`src/rtl/regfile_wb_arbiter_pkg.sv`:
```
// Shared defaults and requester-id encoding for the writeback arbiter.
package regfile_wb_arbiter_pkg;

   localparam int unsigned DefDataW = 16;
   localparam int unsigned DefAddrW = 5;
   localparam int unsigned DefNReg  = 32;

   // Requester ids; also the encoding of the round-robin pointer.
   typedef enum logic {
      SrcA = 1'b0,
      SrcB = 1'b1
   } src_e;

endpackage

```
`src/rtl/regfile_wb_arbiter_rf_scoreboard.sv`:
```
// Per-register pending scoreboard with read-after-write hazard compare.
module regfile_wb_arbiter_rf_scoreboard
   import regfile_wb_arbiter_pkg::*;
#(
   parameter int unsigned ADDR_W = DefAddrW,
   parameter int unsigned NREG   = DefNReg
) (
   input  logic              clk_i,
   input  logic              rst_ni,
   input  logic              iss_valid_i,
   input  logic [ADDR_W-1:0] iss_rd_i,
   input  logic              wr_en_i,
   input  logic [ADDR_W-1:0] wr_rd_i,
   input  logic [ADDR_W-1:0] chk_rs1_i,
   input  logic [ADDR_W-1:0] chk_rs2_i,
   output logic              hazard_o,
   output logic [NREG-1:0]   pending_o
);

   logic [NREG-1:0] pending_d, pending_q;

   // Next pending vector: clear on writeback, then set on issue so a newer producer wins.
   always_comb begin
      pending_d = pending_q;
      if (wr_en_i) begin
         pending_d[wr_rd_i] = 1'b0;
      end
      if (iss_valid_i && (iss_rd_i != '0)) begin
         pending_d[iss_rd_i] = 1'b1;
      end
      pending_d[0] = 1'b0;
   end

   // Pending register with synchronous active-low reset.
   always_ff @(posedge clk_i) begin
      if (!rst_ni) begin
         pending_q <= '0;
      end else begin
         pending_q <= pending_d;
      end
   end

   // No bypass: a source stays hazardous until the edge after its write.
   always_comb begin
      hazard_o  = (pending_q[chk_rs1_i] && (chk_rs1_i != '0)) ||
                  (pending_q[chk_rs2_i] && (chk_rs2_i != '0));
      pending_o = pending_q;
   end

endmodule

```
`src/rtl/regfile_wb_arbiter.sv`:
```
// Round-robin arbiter sharing the register-file write port between ALU (A) and load (B)
// writeback, with a registered write stage and a pending-write scoreboard.
module regfile_wb_arbiter
   import regfile_wb_arbiter_pkg::*;
#(
   parameter int unsigned DATA_W = DefDataW,
   parameter int unsigned ADDR_W = DefAddrW,
   parameter int unsigned NREG   = DefNReg
) (
   input  logic              clk,
   input  logic              reset,
   input  logic              a_valid,
   input  logic [ADDR_W-1:0] a_rd,
   input  logic [DATA_W-1:0] a_data,
   output logic              a_ready,
   input  logic              b_valid,
   input  logic [ADDR_W-1:0] b_rd,
   input  logic [DATA_W-1:0] b_data,
   output logic              b_ready,
   output logic              rf_regwrite,
   output logic [ADDR_W-1:0] rf_rd,
   output logic [DATA_W-1:0] rf_wdata,
   input  logic              iss_valid,
   input  logic [ADDR_W-1:0] iss_rd,
   input  logic [ADDR_W-1:0] chk_rs1,
   input  logic [ADDR_W-1:0] chk_rs2,
   output logic              hazard,
   output logic [NREG-1:0]   pending
);

   src_e              last_d, last_q;
   logic              regwrite_d, regwrite_q;
   logic [ADDR_W-1:0] rd_d, rd_q;
   logic [DATA_W-1:0] wdata_d, wdata_q;

   // Grant: sole requester wins; on a tie the one not granted last wins. Held off in reset.
   always_comb begin
      a_ready = reset && a_valid && (!b_valid || (last_q == SrcB));
      b_ready = reset && b_valid && (!a_valid || (last_q == SrcA));
   end

   // Next-state for pointer and write stage; rd/data hold when nothing transfers.
   always_comb begin
      last_d     = last_q;
      regwrite_d = 1'b0;
      rd_d       = rd_q;
      wdata_d    = wdata_q;
      if (a_ready) begin
         last_d     = SrcA;
         regwrite_d = (a_rd != '0);
         rd_d       = a_rd;
         wdata_d    = a_data;
      end else if (b_ready) begin
         last_d     = SrcB;
         regwrite_d = (b_rd != '0);
         rd_d       = b_rd;
         wdata_d    = b_data;
      end
   end

   // State registers; reset leaves last=B so A wins the first tie.
   always_ff @(posedge clk) begin
      if (!reset) begin
         last_q     <= SrcB;
         regwrite_q <= 1'b0;
         rd_q       <= '0;
         wdata_q    <= '0;
      end else begin
         last_q     <= last_d;
         regwrite_q <= regwrite_d;
         rd_q       <= rd_d;
         wdata_q    <= wdata_d;
      end
   end

   // Drive the register-file write port from the registered stage.
   always_comb begin
      rf_regwrite = regwrite_q;
      rf_rd       = rd_q;
      rf_wdata    = wdata_q;
   end

   regfile_wb_arbiter_rf_scoreboard #(
      .ADDR_W (ADDR_W),
      .NREG   (NREG)
   ) u_scoreboard (
      .clk_i       (clk),
      .rst_ni      (reset),
      .iss_valid_i (iss_valid),
      .iss_rd_i    (iss_rd),
      .wr_en_i     (regwrite_q),
      .wr_rd_i     (rd_q),
      .chk_rs1_i   (chk_rs1),
      .chk_rs2_i   (chk_rs2),
      .hazard_o    (hazard),
      .pending_o   (pending)
   );

endmodule

```
`config.mk`:
```
export PLATFORM = sky130hd
export DESIGN_NAME = regfile_wb_arbiter
export DESIGN_NICKNAME = d
export VERILOG_FILES = /design/src/rtl/regfile_wb_arbiter_pkg.sv /design/src/rtl/regfile_wb_arbiter_rf_scoreboard.sv /design/src/rtl/regfile_wb_arbiter.sv
export SDC_FILE = /design/constraint.sdc
export NUM_CORES = 1
export LEC_CHECK = 0
export CAP_MARGIN = 0
export CORE_AREA = 2 2 81 83
export DETAILED_ROUTE_END_ITERATION = 6
export DIE_AREA = 0 0 83 85
export PLACE_DENSITY = 0.85
export SLEW_MARGIN = 40
export SYNTH_ARGS = -nofsm -noshare
export SYNTH_HDL_FRONTEND = slang
export SYNTH_SLANG_ARGS = --single-unit
```
`constraint.sdc`:
```
create_clock -name clk -period 3.63 [get_ports clk]
set_input_delay 0.726 -clock clk [delete_from_list [all_inputs] [get_ports clk]]
set_output_delay 0.726 -clock clk [all_outputs]
set_load 0.02 [all_outputs]
```
==> metrics list <==
- Result of the run: finished clean
* Cell breakdown of the critical path: clkdlybuf4s50_1 > buf_4 > mux4_1 > mux2i_1 > a311oi_1 > a211o_1 > dlygate4sd2_1
- The count of nets left with antenna violations once routing finished came out at 0.
- Worst-path maximum fanout: 6
* Yosys warning count: 0
- In this run, synthesis produced a sequential element count of 54.
* Arrival time of the worst setup path: 2.79 ns
- Area Growth Syn to Fin: 48.3%
- Of the total power, registers draw 0.511.
- Average wire per standard cell: 17.5 um
- The cell count after synthesis came out at 314.
* DR vias/cell: 5.92
- Of the total power, the share spent switching nets is 0.278.
- In the final layout, the share of cells above drive strength 1 is 0.0862.
- Of the total power, combinational logic draws 0.228.
- The path with the worst hold slack has its endpoint at rf_wdata[6].
- The count of endpoints failing hold in the final timing report came to 0.
- Maximum clock skew at final layout: 0.00695 ns
- Summing all multi-input logic gate instances after layout gives 1600 sq um.
- Of the total power, the clock network draws 0.261.
- Hold path depth: 2
- DPL Wire Length: 6780 um
- The finished cells cover 4140 sq um.
- Including well taps, the total number of placed cells is 499.
- Main area contributors after synthesis: dfxtp_1 39%, mux4_2 8.9%, a21oi_1 8.4%
- Path type of the worst min-delay path: register to register
- Clock latency of the later-clocked register in the worst-skew pair: 0.31 ns
- The pre-antenna-repair detailed-routing pass consisted of 6 iterations.
* Slowest-stage cell, CP: mux4_1
- The library cell used most frequently in the layout, excluding fill and tap cells, is clkdlybuf4s50_1.
- The H-tree was split into 2 levels.
* Nets: 491
- Cell family with the largest share of critical-path delay: buffers and inverters
- The worst setup path is captured at an output port.
- In this run the static leakage power is 1.44 nW.
* Area occupied by registers: 1080 sq um
- Commonest non-fill, non-tap cells in the layout: 115 x clkdlybuf4s50_1, 54 x nand2_1, 54 x dfxtp_1
- Overall power consumption after layout is estimated at 1.25 mW.
- Total number of clock tree sinks: 54
- Delay contributed by the slowest stage of the critical path: 0.56 ns
- Clock-pin slew on the worst setup and hold paths: 0.09 ns
- dfxtp_1 takes more of the synthesized area than any other cell.
- The average instance in the mapped netlist occupies 8.90 sq um.
- IR drop worst, VDD: 0.000208 V
- Count of pins over their slew limit: 0
- Crit path launch: chk_rs1[2]
* Number of I/O port buffers: 117
* Count of non-filler cells in the finished layout: 506
- The worst register-to-register path has a setup slack of 2.16 ns.
- First-pass GRT wire length: 13900 um
- Worst-case hold slack: 0.456 ns
- Once placement finished, the instance area stood at 4060 sq um.
- Post-detailed-route DRC marker count: 0
* Synth unique cells: 40
- At the end of routability-driven placement, the weighted congestion stood at 0.899.
- The via count of the first global-routing pass came to 2919.
* Vias after detailed routing: 2997
* TritonCTS clock tree: yes
- Setup repair after global routing left no endpoint under its margin.
- Initial DRC count: 193
* Count of maximum capacitance violations: 0
- Measured in cells, the most critical reg-to-reg path has a length of 3.
* Crit path required time: 2.90 ns
* Portion of the post-synthesis area used by sequential elements: 0.387
- Summed over all layers, the global routing overflow is 0.
- Net Switching: 0.347 mW
* Antenna violations before repair: 0
- I/O pin cnt: 119
- Launch point of the worst reg-to-reg path: rf_rd[2]
* Overall die height: 85 um
- The synthesized netlist occupies a cell area of 2790 sq um.
- The worst setup path is launched from an input pin.
* Num rows: 29
- The critical path is of the input pin to output port type.
* All-Layer GR Usage: 0.244
- Worst-margin pin slew: 0.677 ns
* Area share of the largest cell type after synthesis: 0.387
- Floorplan core area: 6200 sq um
* CP bufs+invs: 3
- Counting every net in the synthesized netlist gives 376.
- Setup violation total in the final timing report: 0
- The final layout contains routed wiring with a total length of 8850 um.
- Entering global routing, the biggest net connects 54 pins.
- Die area: 7060 sq um
- The initial utilization of the core area, before any placement, comes to 0.450.
- Total CTS buffers: 5
- Floorplan die width: 83 um
- Power per standard cell area: 301 nW/um^2
- Destination of the worst register-to-register timing path: u_scoreboard.pending_o[6]
* Maximum clock rate: 285 MHz
- Total internal power: 0.899 mW
- Deepest clock path buffer count: 2
* Number of fill cells: 497
- Final worst path period share: 0.968
- Clock root cell: clkbuf_8
* Number of antenna diodes: 0
- Number of buffers inserted to repair setup after CTS: 0
- Tmin final: 3.51 ns
- Hold path start: rf_wdata[6]
- Headroom to the max-slew limit came out at 0.547.
## power by group through the flow
| stage | registers (mW) | clock network (mW) | logic [mW] |
|---|---|---|---|
| after floorplan | 0.668 | 0 | 0.107 |
| after global placement | 0.649 | 0 | 0.279 |
| after detailed placement | 0.649 | 0 | 0.284 |
| after CTS | 0.636 | 0.327 | 0.284 |
| after global routing | 0.640 | 0.350 | 0.304 |
| final | 0.637 | 0.325 | 0.284 |
## area by class of cell
type | instances | share of cell area
multi-input cells | 236 | 0.387
repair buffers | 129 | 0.307
clock buffers | 6 | 0.0175
well taps | 77 | 0.0233
flip-flops and latches | 54 | 0.261
inverters | 3 | 0.00302
clock inverters | 1 | 0.00181
## timing repair
| action | 4_1_cts | 5_1_grt |
|---|---|---|
| hold buffers | 0 | 0 |
| hold endpoints to repair | 0 | 0 |
| resized for setup | 2 | 0 |
| endpoints found under the setup margin | 1 | 0 |
## flip-flops by register name, indices dropped and copies added, names as in the netlist
name                    flops
rf_regwrite                 1
rf_wdata                   16
last_q                      1
rf_rd                       5
u_scoreboard.pending_o     31
## through the flow
step,worst slack [ns],setup TNS [ns],utilization
2_1_floorplan,0.948,0,-
3_3_place_gp,-0.110,-0.110,0.654
3_5_place_dp,-0.157,-0.157,0.655
4_1_cts,0.111,0,0.667
5_1_grt,0.0378,0,0.668
6_report,0.118,0,0.668
## Yosys cell counts
cell / count
and4bb_1: 1
mux4_2: 11
and3b_2: 1
o211ai_1: 2
inv_2: 1
and3b_1: 3
buf_4: 2
inv_1: 2
a22oi_1: 15
or3b_2: 3
o32ai_1: 2
a311oi_1: 1
a211oi_1: 7
mux4_1: 3
nor2_1: 9
a21oi_1: 47
nand3_1: 4
dfxtp_1: 54
o21ai_1: 2
buf_6: 2
conb_1: 1
o21ai_0: 30
nor4_1: 1
or3b_1: 2
a211o_1: 1
buf_2: 3
clkbuf_1: 14
o22ai_1: 1
nand3b_1: 5
nor3_1: 2
and3_1: 3
nor3b_1: 4
or2b_1: 1
or3_1: 1
nand2b_1: 2
or4_1: 2
nor4b_2: 1
mux2i_1: 13
nand2_1: 54
mux2_2: 1
## metal layers
| metal | wire, um | global-route usage | vias to the layer above |
|---|---|---|---|
| met5 | 0 | 0 | - |
| met2 | 4340 | 0.429 | 188 |
| li1 | - | - | 1392 |
| met4 | 179 | 0.0954 | 0 |
| met3 | 909 | 0.0798 | 21 |
| met1 | 3420 | 0.275 | 1396 |
## how the worst max path moves through the flow
stage	endpoint	cells past startpoint	slack (ns)
after floorplan	hazard	5	0.95
after global placement	hazard	6	-0.11
after detailed placement	hazard	6	-0.16
after CTS	hazard	7	0.11
after global routing	hazard	7	0.04
final	hazard	7	0.12
## cells by family (layout without fill, tap and decap cells)
logic type             Yosys count  in the layout  synth area share
AND/OR/NAND/NOR                 99             99             0.182
multiplexers                    28             28             0.167
other                            1              1           0.00134
flip-flops                      54             54             0.387
buffers and inverters           24            139            0.0416
AO/OA/AOI/OAI                  108            108             0.221
## tightest hold or removal path, delay by kind of cell (launching register included)
family | cells | cell delay [ns]
flip-flops | 1 | 0.32
AND/OR/NAND/NOR | 1 | 0.05
AO/OA/AOI/OAI | 1 | 0.05
Power figures use the tool's default switching activity.
